### config.mk
export PLATFORM = sky130hd
export DESIGN_NAME = fifo_rd_packer_flat
export DESIGN_NICKNAME = d
export VERILOG_FILES = /design/src/rtl/fifo_rd_packer_pkg.sv /design/src/rtl/fifo_rd_packer_if.sv /design/src/rtl/fifo_rd_packer_pack_out_reg.sv /design/src/rtl/fifo_rd_packer.sv /design/src/flat_wrapper.sv
export SDC_FILE = /design/constraint.sdc
export NUM_CORES = 1
export LEC_CHECK = 0
export BUFFER_PORTS_ARGS = -buffer_cell sky130_fd_sc_hd__buf_4
export CORE_MARGIN = 3
export CORE_UTILIZATION = 40
export DETAILED_ROUTE_END_ITERATION = 8
export PLACE_DENSITY = 0.6
export SLEW_MARGIN = 20
export SYNTH_ARGS = -nofsm -noshare
export SYNTH_HDL_FRONTEND = slang
export SYNTH_SLANG_ARGS = --single-unit
### constraint.sdc
create_clock -name rclk -period 1.8 [get_ports rclk]
set_clock_uncertainty 0.15 [all_clocks]
set_input_delay 0.36 -clock rclk [delete_from_list [all_inputs] [get_ports rclk]]
set_output_delay 0.36 -clock rclk [all_outputs]
set_load 0.02 [all_outputs]
### src/rtl/fifo_rd_packer_pkg.sv
// Shared definitions for the FIFO read-side packer: byte width, FSM states
// and the width helper used for index and count fields.
package fifo_pkg;

    localparam int unsigned BYTE_W = 8;

    typedef enum logic {
        ST_FILL = 1'b0,
        ST_HOLD = 1'b1
    } state_e;

    function automatic int unsigned clog2(input int unsigned v);
        int unsigned r;
        r = 0;
        while ((64'd1 << r) < 64'(v)) r = r + 1;
        return r;
    endfunction

endpackage

### src/rtl/fifo_rd_packer_if.sv
// FIFO read port plus packed-word valid/ready stream seen by fifo_rd_packer.
// master = packer side, slave = FIFO + downstream consumer side.
interface fifo_rd_packer_if
    import fifo_pkg::*;
#(
    parameter int unsigned BYTES = 4
);
    localparam int unsigned CW = clog2(BYTES + 1);

    logic                      empty;
    logic [BYTE_W-1:0]         read_data;
    logic                      signal_read;
    logic [BYTE_W*BYTES-1:0]   out_data;
    logic                      out_valid;
    logic                      out_ready;
    logic [CW-1:0]             out_count;

    modport master (
        input  empty,
        input  read_data,
        output signal_read,
        output out_data,
        output out_valid,
        input  out_ready,
        output out_count
    );

    modport slave (
        output empty,
        output read_data,
        input  signal_read,
        input  out_data,
        input  out_valid,
        output out_ready,
        input  out_count
    );

endinterface

### src/rtl/fifo_rd_packer_pack_out_reg.sv
// Valid/ready output holding register: loads a word, drains on ready, and a
// load on the draining edge wins over the clear.
module pack_out_reg #(
    parameter int unsigned W  = 32,
    parameter int unsigned CW = 3
) (
    input  logic          clk,
    input  logic          rst,
    input  logic          load,
    input  logic [W-1:0]  load_data,
    input  logic [CW-1:0] load_count,
    input  logic          out_ready,
    output logic          out_valid,
    output logic [W-1:0]  out_data,
    output logic [CW-1:0] out_count,
    output logic          free
);

    logic          valid_q, valid_d;
    logic [W-1:0]  data_q,  data_d;
    logic [CW-1:0] count_q, count_d;

    assign free      = !valid_q || out_ready;
    assign out_valid = valid_q;
    assign out_data  = data_q;
    assign out_count = count_q;

    always_comb begin
        valid_d = valid_q;
        data_d  = data_q;
        count_d = count_q;
        if (load) begin
            valid_d = 1'b1;
            data_d  = load_data;
            count_d = load_count;
        end else if (valid_q && out_ready) begin
            valid_d = 1'b0;
        end
    end

    always_ff @(posedge clk) begin
        if (rst) begin
            valid_q <= 1'b0;
            data_q  <= '0;
            count_q <= '0;
        end else begin
            valid_q <= valid_d;
            data_q  <= data_d;
            count_q <= count_d;
        end
    end

endmodule

### src/rtl/fifo_rd_packer.sv
// Pops bytes from the async FIFO read port and packs BYTES of them,
// little-endian, into words. Define PACKER_FLUSH_EN to flush idle partial words.
module fifo_rd_packer
    import fifo_pkg::*;
#(
    parameter int unsigned BYTES        = 4,
    parameter int unsigned FLUSH_CYCLES = 16
) (
    input  logic                  rclk,
    input  logic                  rst,
    fifo_rd_packer_if.master      bus
);

    localparam int unsigned IW = clog2(BYTES);
    localparam int unsigned CW = clog2(BYTES + 1);
    localparam int unsigned DW = BYTE_W * BYTES;
    localparam logic [IW-1:0] IDX_LAST = IW'(BYTES - 1);

    if (BYTES < 2 || BYTES > 16 || FLUSH_CYCLES < 1) begin : g_bad_param
        $error("fifo_rd_packer: BYTES must be 2..16 and FLUSH_CYCLES >= 1");
    end

    state_e            state_q, state_d;
    logic [IW-1:0]     idx_q,   idx_d;
    logic [BYTE_W-1:0] acc_q [BYTES];
    logic [BYTE_W-1:0] acc_d [BYTES];

    logic          pop;
    logic          out_free;
    logic          load;
    logic [DW-1:0] load_data;
    logic [CW-1:0] load_count;

    assign pop             = !rst && !bus.empty && (state_q == ST_FILL);
    assign bus.signal_read = pop;

`ifdef PACKER_FLUSH_EN
    localparam int unsigned FW = clog2(FLUSH_CYCLES + 1);
    localparam logic [FW-1:0] FLUSH_MAX = FW'(FLUSH_CYCLES);

    logic [FW-1:0] flush_cnt_q, flush_cnt_d;

    // Counter saturates so a flush blocked by a busy output stays eligible.
    always_comb begin
        flush_cnt_d = flush_cnt_q;
        if (pop || load) begin
            flush_cnt_d = '0;
        end else if (state_q == ST_FILL && idx_q != '0 && flush_cnt_q != FLUSH_MAX) begin
            flush_cnt_d = flush_cnt_q + 1'b1;
        end
    end

    always_ff @(posedge rclk) begin
        if (rst) flush_cnt_q <= '0;
        else     flush_cnt_q <= flush_cnt_d;
    end
`endif

    always_comb begin
        state_d    = state_q;
        idx_d      = idx_q;
        acc_d      = acc_q;
        load       = 1'b0;
        load_count = CW'(BYTES);
        for (int unsigned k = 0; k < BYTES; k++) begin
            load_data[k*BYTE_W +: BYTE_W] = acc_q[k];
        end

        case (state_q)
            ST_FILL: begin
                if (pop) begin
                    if (idx_q == IDX_LAST) begin
                        if (out_free) begin
                            load = 1'b1;
                            load_data[DW-1 -: BYTE_W] = bus.read_data;
                            idx_d = '0;
                        end else begin
                            acc_d[IDX_LAST] = bus.read_data;
                            state_d = ST_HOLD;
                        end
                    end else begin
                        acc_d[idx_q] = bus.read_data;
                        idx_d = idx_q + 1'b1;
                    end
                end
`ifdef PACKER_FLUSH_EN
                else if (idx_q != '0 && flush_cnt_q == FLUSH_MAX && out_free) begin
                    load = 1'b1;
                    for (int unsigned k = 0; k < BYTES; k++) begin
                        if (k >= 32'(idx_q)) load_data[k*BYTE_W +: BYTE_W] = '0;
                    end
                    load_count = CW'(idx_q);
                    idx_d = '0;
                end
`endif
            end
            ST_HOLD: begin
                if (out_free) begin
                    load    = 1'b1;
                    idx_d   = '0;
                    state_d = ST_FILL;
                end
            end
            default: state_d = ST_FILL;
        endcase
    end

    always_ff @(posedge rclk) begin
        if (rst) begin
            state_q <= ST_FILL;
            idx_q   <= '0;
            acc_q   <= '{default: '0};
        end else begin
            state_q <= state_d;
            idx_q   <= idx_d;
            acc_q   <= acc_d;
        end
    end

    pack_out_reg #(
        .W  (DW),
        .CW (CW)
    ) u_out_reg (
        .clk        (rclk),
        .rst        (rst),
        .load       (load),
        .load_data  (load_data),
        .load_count (load_count),
        .out_ready  (bus.out_ready),
        .out_valid  (bus.out_valid),
        .out_data   (bus.out_data),
        .out_count  (bus.out_count),
        .free       (out_free)
    );

endmodule

### src/flat_wrapper.sv
// flat-port wrapper written by rule: the top's interface ports become plain ports
module fifo_rd_packer_flat import fifo_pkg::*;
#(
    parameter int unsigned BYTES        = 4,
    parameter int unsigned FLUSH_CYCLES = 16
)
  (rclk, rst, bus_empty, bus_read_data, bus_signal_read, bus_out_data, bus_out_valid, bus_out_ready, bus_out_count);
  fifo_rd_packer_if #(.BYTES(BYTES)) bus_i ();
  input  logic rclk;
  input  logic rst;
  input wire logic [$bits(bus_i.empty)-1:0] bus_empty;
  input wire logic [$bits(bus_i.read_data)-1:0] bus_read_data;
  output wire logic [$bits(bus_i.signal_read)-1:0] bus_signal_read;
  output wire logic [$bits(bus_i.out_data)-1:0] bus_out_data;
  output wire logic [$bits(bus_i.out_valid)-1:0] bus_out_valid;
  input wire logic [$bits(bus_i.out_ready)-1:0] bus_out_ready;
  output wire logic [$bits(bus_i.out_count)-1:0] bus_out_count;
  assign bus_i.empty = bus_empty;
  assign bus_i.read_data = bus_read_data;
  assign bus_signal_read = bus_i.signal_read;
  assign bus_out_data = bus_i.out_data;
  assign bus_out_valid = bus_i.out_valid;
  assign bus_i.out_ready = bus_out_ready;
  assign bus_out_count = bus_i.out_count;
  fifo_rd_packer #(.BYTES(BYTES), .FLUSH_CYCLES(FLUSH_CYCLES)) u_core (.rclk(rclk), .rst(rst), .bus(bus_i));
endmodule
Word level (Yosys, flattened, before mapping)
Index checks and enable logic that the tools add are counted.
{"block": "word_totals", "regBits": 69, "latchBits": 0, "elab_cells": 52, "n_memories": 0, "ram_bits": 0, "input_bits": 12, "out_inout_bits": 37, "rom_bits": 0}
{"block": "classes", "multipliers": 0, "add_sub_neg": 1, "n_mux": 23, "shifts": 0, "n_reduce_logical": 11, "n_eq_ne": 3, "bitwise_logic": 3, "magnitude_cmp": 2, "div_mod_pow": 0}
{"cell": "two-way mux 8 bit", "count": 7}
{"cell": "bitwise mux 32 bit", "count": 1}
{"cell": "demux 8 bit (select 2 bit)", "count": 1}
{"cell": "two-way mux 1 bit", "count": 8}
{"cell": "two-way mux 2 bit", "count": 3}
{"cell": "AND reduction 3 bit", "count": 2}
{"cell": "logical AND 1 bit", "count": 4}
{"cell": "inequality test 2 bit (second input constant)", "count": 2}
{"cell": "case mux 1 bit (2 select lines)", "count": 2}
{"cell": "case mux 2 bit (2 select lines)", "count": 1}
{"cell": ">= comparator 3 bit (second input constant)", "count": 1}
{"cell": "logical NOT 1 bit", "count": 3}
{"cell": "< comparator 3 x 1 -> 1 bit (second input constant)", "count": 1}
{"cell": "inverter 2 -> 3 bit", "count": 1}
{"cell": "adder 2 x 1 -> 2 bit (second input constant)", "count": 1}
{"cell": "equality test 2 bit (second input constant)", "count": 1}
{"cell": "inverter 1 bit", "count": 2}
{"cell": "nonzero test 2 bit", "count": 1}
{"cell": "logical OR 1 bit", "count": 1}

Logic depth before layout (Yosys ltp)
{"block": "logic_depth", "depth_word": 7, "depth_mapped": 6, "depth_no_buf": 5}

By module
From an unflattened synthesis, not the netlist that was laid out.
{"block": "unflattened", "cells_unflattened": 305, "hier_area_um2": 2960.3}
{"mod": "fifo_rd_packer", "n_inst": 1, "area_each_um2": 1654.1, "seq_area_each_um2": 700.7, "cells_per_inst": 188}
{"mod": "pack_out_reg", "n_inst": 1, "area_each_um2": 1306.3, "seq_area_each_um2": 720.7, "cells_per_inst": 117}

Worst setup path after synthesis
Ideal clock, no wire load.
{"block": "synth_path", "path_kind": "register to register", "start": "reg u_core.idx_q[0]", "end": "reg u_core.u_out_reg.data_q[24] (netlist: u_core.u_out_reg.out_data[24])", "path_buffers": 1, "setup_slack_ns": 0.112, "synth_period_minus_slack_ns": 1.688, "arrival_ns": 1.458, "required_time_ns": 1.571, "setup_time_ns": 0.079, "path_stages_with_launch": 7, "path_cell_list": "dfxtp_1 > ha_1 > nor3b_2 > o21a_2 > buf_2 > nor2_1 > a211oi_2"}
{"block": "synth_between", "elab_chain_cells": 4, "elab_cells_between_ends": 7, "cone_classes": "eq/ne (1); mux (6)"}
{"element": "start: declaration", "line": "fifo_rd_packer.sv:24", "rtl": "logic [IW-1:0] idx_q, idx_d;"}
{"element": "start signal: assignment", "line": "fifo_rd_packer.sv:115", "rtl": "idx_q <= idx_d;"}
{"element": "equality test 2 bit *", "line": "fifo_rd_packer.sv:72", "rtl": "if (idx_q == IDX_LAST) begin"}
{"element": "two-way mux 1 bit / two-way mux 8 bit (equally long branches)", "line": "fifo_rd_packer.sv:72"}
{"element": "two-way mux 1 bit / two-way mux 8 bit (equally long branches)", "line": "fifo_rd_packer.sv:71", "rtl": "if (pop) begin"}
{"element": "case mux 1 bit (2 select lines) / two-way mux 8 bit (equally long branches)", "line": "fifo_rd_packer.sv:69", "rtl": "case (state_q)"}
{"element": "end signal: assignment", "line": "fifo_rd_packer_pack_out_reg.sv:48", "rtl": "data_q <= data_d;"}
{"element": "end: declaration", "line": "fifo_rd_packer_pack_out_reg.sv:20", "rtl": "logic [W-1:0] data_q, data_d;"}
Mark *: on every way between the ends. The rest lies on a longest branch, timed or not.
A chain may end at the register's enable or synchronous reset.

Worst setup path after layout
{"block": "layout_path", "start": "reg u_core.state_q", "end": "out bus_signal_read"}
{"block": "layout_between", "elab_chain_cells": 2}
{"element": "start: declaration", "line": "fifo_rd_packer.sv:23", "rtl": "state_e state_q, state_d;"}
{"element": "start signal: assignment", "line": "fifo_rd_packer.sv:114", "rtl": "state_q <= state_d;"}
{"element": "inverter 1 bit (no source line)"}
{"element": "logical AND 1 bit", "line": "fifo_rd_packer.sv:34", "rtl": "assign pop = !rst && !bus.empty && (state_q == ST_FILL);"}
{"element": "end: declaration", "line": "flat_wrapper.sv:13", "rtl": "output wire logic [$bits(bus_i.signal_read)-1:0] bus_signal_read;"}
No other way between the ends.

==> metrics.md <==
| Metric | Value |
|---|---|
| Run status | finished, final reports clean |
| Worst setup path endpoint | bus_signal_read |
| Kind of end point of the critical path | output pin |
| Later-pin clock latency in the skew report | 0.33 ns |
| R2R Setup Slk | 0.17 ns |
| WP buf/inv | 2 |
| Class of the most critical setup path | reg -> out |
| Clock-pin slew on the worst setup and hold paths | approximately 0.070 ns |
| Die W | ~88 um |
| Switching power | 0.669 mW |
| Endpoint of the worst register-to-register path | u_core.acc_q[18] |
| Root Buffer | clkbuf_8 |
| Post-route setup slack | ~0.083 ns |
| Count of nets after finishing | around 400 |
| Final worst hold slack | between 0.15 and 0.2 ns |
| Placed cell count | between 400 and 500 |
| Path category of the worst min-delay check | in -> reg |
| Clk sink count | a little under 70 |
| RePlAce Congestion | a little under 0.9 |
| Peak ir drop on the vdd network | approximately 0.00038 V |
| Remaining design rule violation count | 0 |
| Max transition margin | ~66% |
| Number of maximum-capacitance violations | 0 |
| EDFF count, synth | 0 |
| Number of antenna violations at the first check in global routing | 0 |
| Sequential fraction of the synthesis area | 51.4% |
| Highest metal layer with signal wires | met4 |
| Wire length after detailed routing | a little over 6 mm |
| Overall fraction of global-route tracks in use | about 17% |
| Post-synth top area cell | dfxtp_1 |
| Maximum cell stage delay along the critical path | 0.37 ns |
| CTS max path bufs | 2 |
| Total overflow reported by the global router | 0 |
| Via density | around 5 |
| Reg-to-Reg Start | u_core.idx_q[0] |
| Dpl ws | roughly 0.08 ns |
| Kind of cell adding the most delay to the critical path | flip-flops |
| Number of port buffers | 46 |
| Number of register bits inferred by synthesis | 69 |
| Routed wl met2 | 2.71 mm |
| Layout cell share with drive strength beyond 1 | about a quarter |
| Final Slew Violations | 0 |
| Hold Vio Cnt, Final | 0 |
| Largest cells by area after synthesis | dfxtp_1, nand2_1, a21oi_1 |
| Final period util | 95.4% |
| Die height | between 80 and 90 um |
| Source of the worst hold timing path | bus_read_data[4] |
| Post-synth top cells | nand2_1, dfxtp_1, a21oi_1 |
| Required time of the worst setup path | roughly 1.3 ns |
| Router iterations before antenna repair | 4 |
| Starting density of the core | around two fifths |
| Standard-cell row count | 29 |
| Dominant cell by count in the synthesized netlist | nand2_1 |
| Inserted Diodes | 0 |
| Post-route setup TNS | 0 ns |
| Async set-or-reset flop fraction in the synthesized netlist | 0% |
| Layout Area Growth over Synthesis | 25.1% |
| Category of the worst setup path launch point | flop |
| CTS tree | built |
| Worst path depth | 3 |
| Global-route wire length before repair | slightly above 10 mm |
| Final HPWL DP | 4.32 mm |
| Final design instance area without fill | about 0.0034 sq mm |
| Unrepaired setup endpoints after global routing | no |
| Number of cells on the worst reg-to-reg path | 6 |
| Internal | roughly 2.3 mW |
| Relative contribution of combinational cells to total power | 5.4% |
| Worst setup path startpoint | u_core.state_q |
| Post-Synthesis Cell Area | about 0.0027 sq mm |
| Cts hold-fix bufs | 0 |
| Maximum number of pins on one net before global-route repair | 50 |
| Share of the synthesized area in the top cell type | 51.4% |
| Synthesized netlist cell count | 325 |
| Shortest clock period the worst path allows after layout | around 1.7 ns |
| Maximum achievable frequency | between 500 and 600 MHz |
| Vias | about 2300 |
| DRC marker count from the first detailed-route iteration | between 90 and 100 |
| Worst-path cell chain | nor3_4 -> buf_4 -> buf_4 |
| Warnings, synthesis | 0 |
| Relative contribution of sequential cells to total power | 52.8% |
| Distinct cell type count after synthesis | 30 |
| Level count of the clock H-tree | 3 |
| Pwr dens | ~900 mW/mm^2 |
| CP dominant cell by count | buf_4 |
| Area of the core | approximately 0.0064 sq mm |
| Wire length per cell | about 13 um |
| Static Leak | approximately 1.3 nW |
| Post-route antenna net violation count | 0 |
| Post-route insts no fill | 457 |
| Worst endpoint data arrival time | 1.21 ns |
| Actual slew at the worst max-slew pin | 0.512 ns |
| Number of global-route vias before repair | between 2000 and 2500 |
| Number of setup violations in the final report | 0 |
| Synthesized area per cell | roughly 8.3 sq um |
| Total clock buffers created by CTS | 9 |
| Final core utilization | between 50% and 60% |
| Standard cell area after detailed placement | between 0.003 and 0.004 sq mm |
| Total power consumption of the routed design | between 2 and 3 mW |
| I/O pin count | ~50 |
| Cell at the slowest stage of the critical path | dfxtp_2 |
| Crit Path Max Fanout | 6 |
| Commonest register cell after synthesis | dfxtp_1 |
| Metal-1 WL | roughly 3 mm |
| Routed length on met3 | between 300 and 400 um |
| Part of the total power dissipated in the clock network | approximately two fifths |
| Sw frac | about 23% |
| Total die area | around 0.0077 sq mm |
==> layout make-up <==
cell class / instances / area, sq um
clock inverter: 4 / 47.5
tap: 77 / 96.3
inverter: 4 / 15.0
timing repair buffer: 61 / 495
clock buffer: 12 / 145
multi-input combinational: 230 / 1170
fill: 658 / 3060
sequential: 69 / 1380
==> state kept, by name, summed over array words and instances, names as in the netlist <==
name / flops
u_core.u_out_reg.out_valid: 1
u_core.u_out_reg.out_data: 32
u_core.u_out_reg.out_count: 1
u_core.state_q: 1
u_core.acc_q: 32
u_core.idx_q: 2
==> logic make-up after synthesis <==
group           count (synthesis)  synth area share (%)
compound gates                 82                  18.5
fa+ha+maj                       5                  2.33
buf+inv                        27                  5.22
flops                          69                  51.4
other cells                     1                 0.140
simple gates                  141                  22.3
==> power groups by stage <==
stage	Sequential (mW)	Combinational, mW	Clock (mW)
floorplan	1.59	0.0892	0
global placement	1.59	0.156	0
detailed placement	1.59	0.158	0
CTS	1.55	0.158	1.27
global route	1.56	0.179	1.33
finish	1.56	0.160	1.23
==> routing by layer <==
metal	up-vias	global-route usage [%]
met2	52	26.5
met1	1045	22.9
met5	-	0
met4	0	7.95
met3	9	4.14
li1	1179	-
==> tightest hold or removal path: stages <==
cell	delay (ns)
buf_4	0.13
nand2_1	0.05
a21oi_1	0.05
==> worst min-delay path by stage <==
stage                                         to  depth (start not counted)  slack (ns)
global route                    u_core.acc_q[20]                          3        0.15
floorplan           u_core.u_out_reg.out_data[0]                          2        0.28
CTS                             u_core.acc_q[15]                          3        0.15
finish                          u_core.acc_q[20]                          3        0.16
global placement    u_core.u_out_reg.out_data[7]                          2        0.29
detailed placement              u_core.acc_q[11]                          2        0.30
==> cells in the final DEF (no fill, tap or decap), types with 5 or more instances in the layout <==
master and count:
ha_1 5, a21oi_1 59, a211oi_2 6, buf_4 58
clkbuf_8 10, nand2_1 97, a22oi_1 9, nand3_1 9
nor2_1 22, dfxtp_1 67
==> timing repair <==
action,CTS,global route
endpoints found under the setup margin,1,23
pin swaps,0,1
setup buffers,0,1
gates resized for setup,1,5
(Power assumes the default switching activity.)
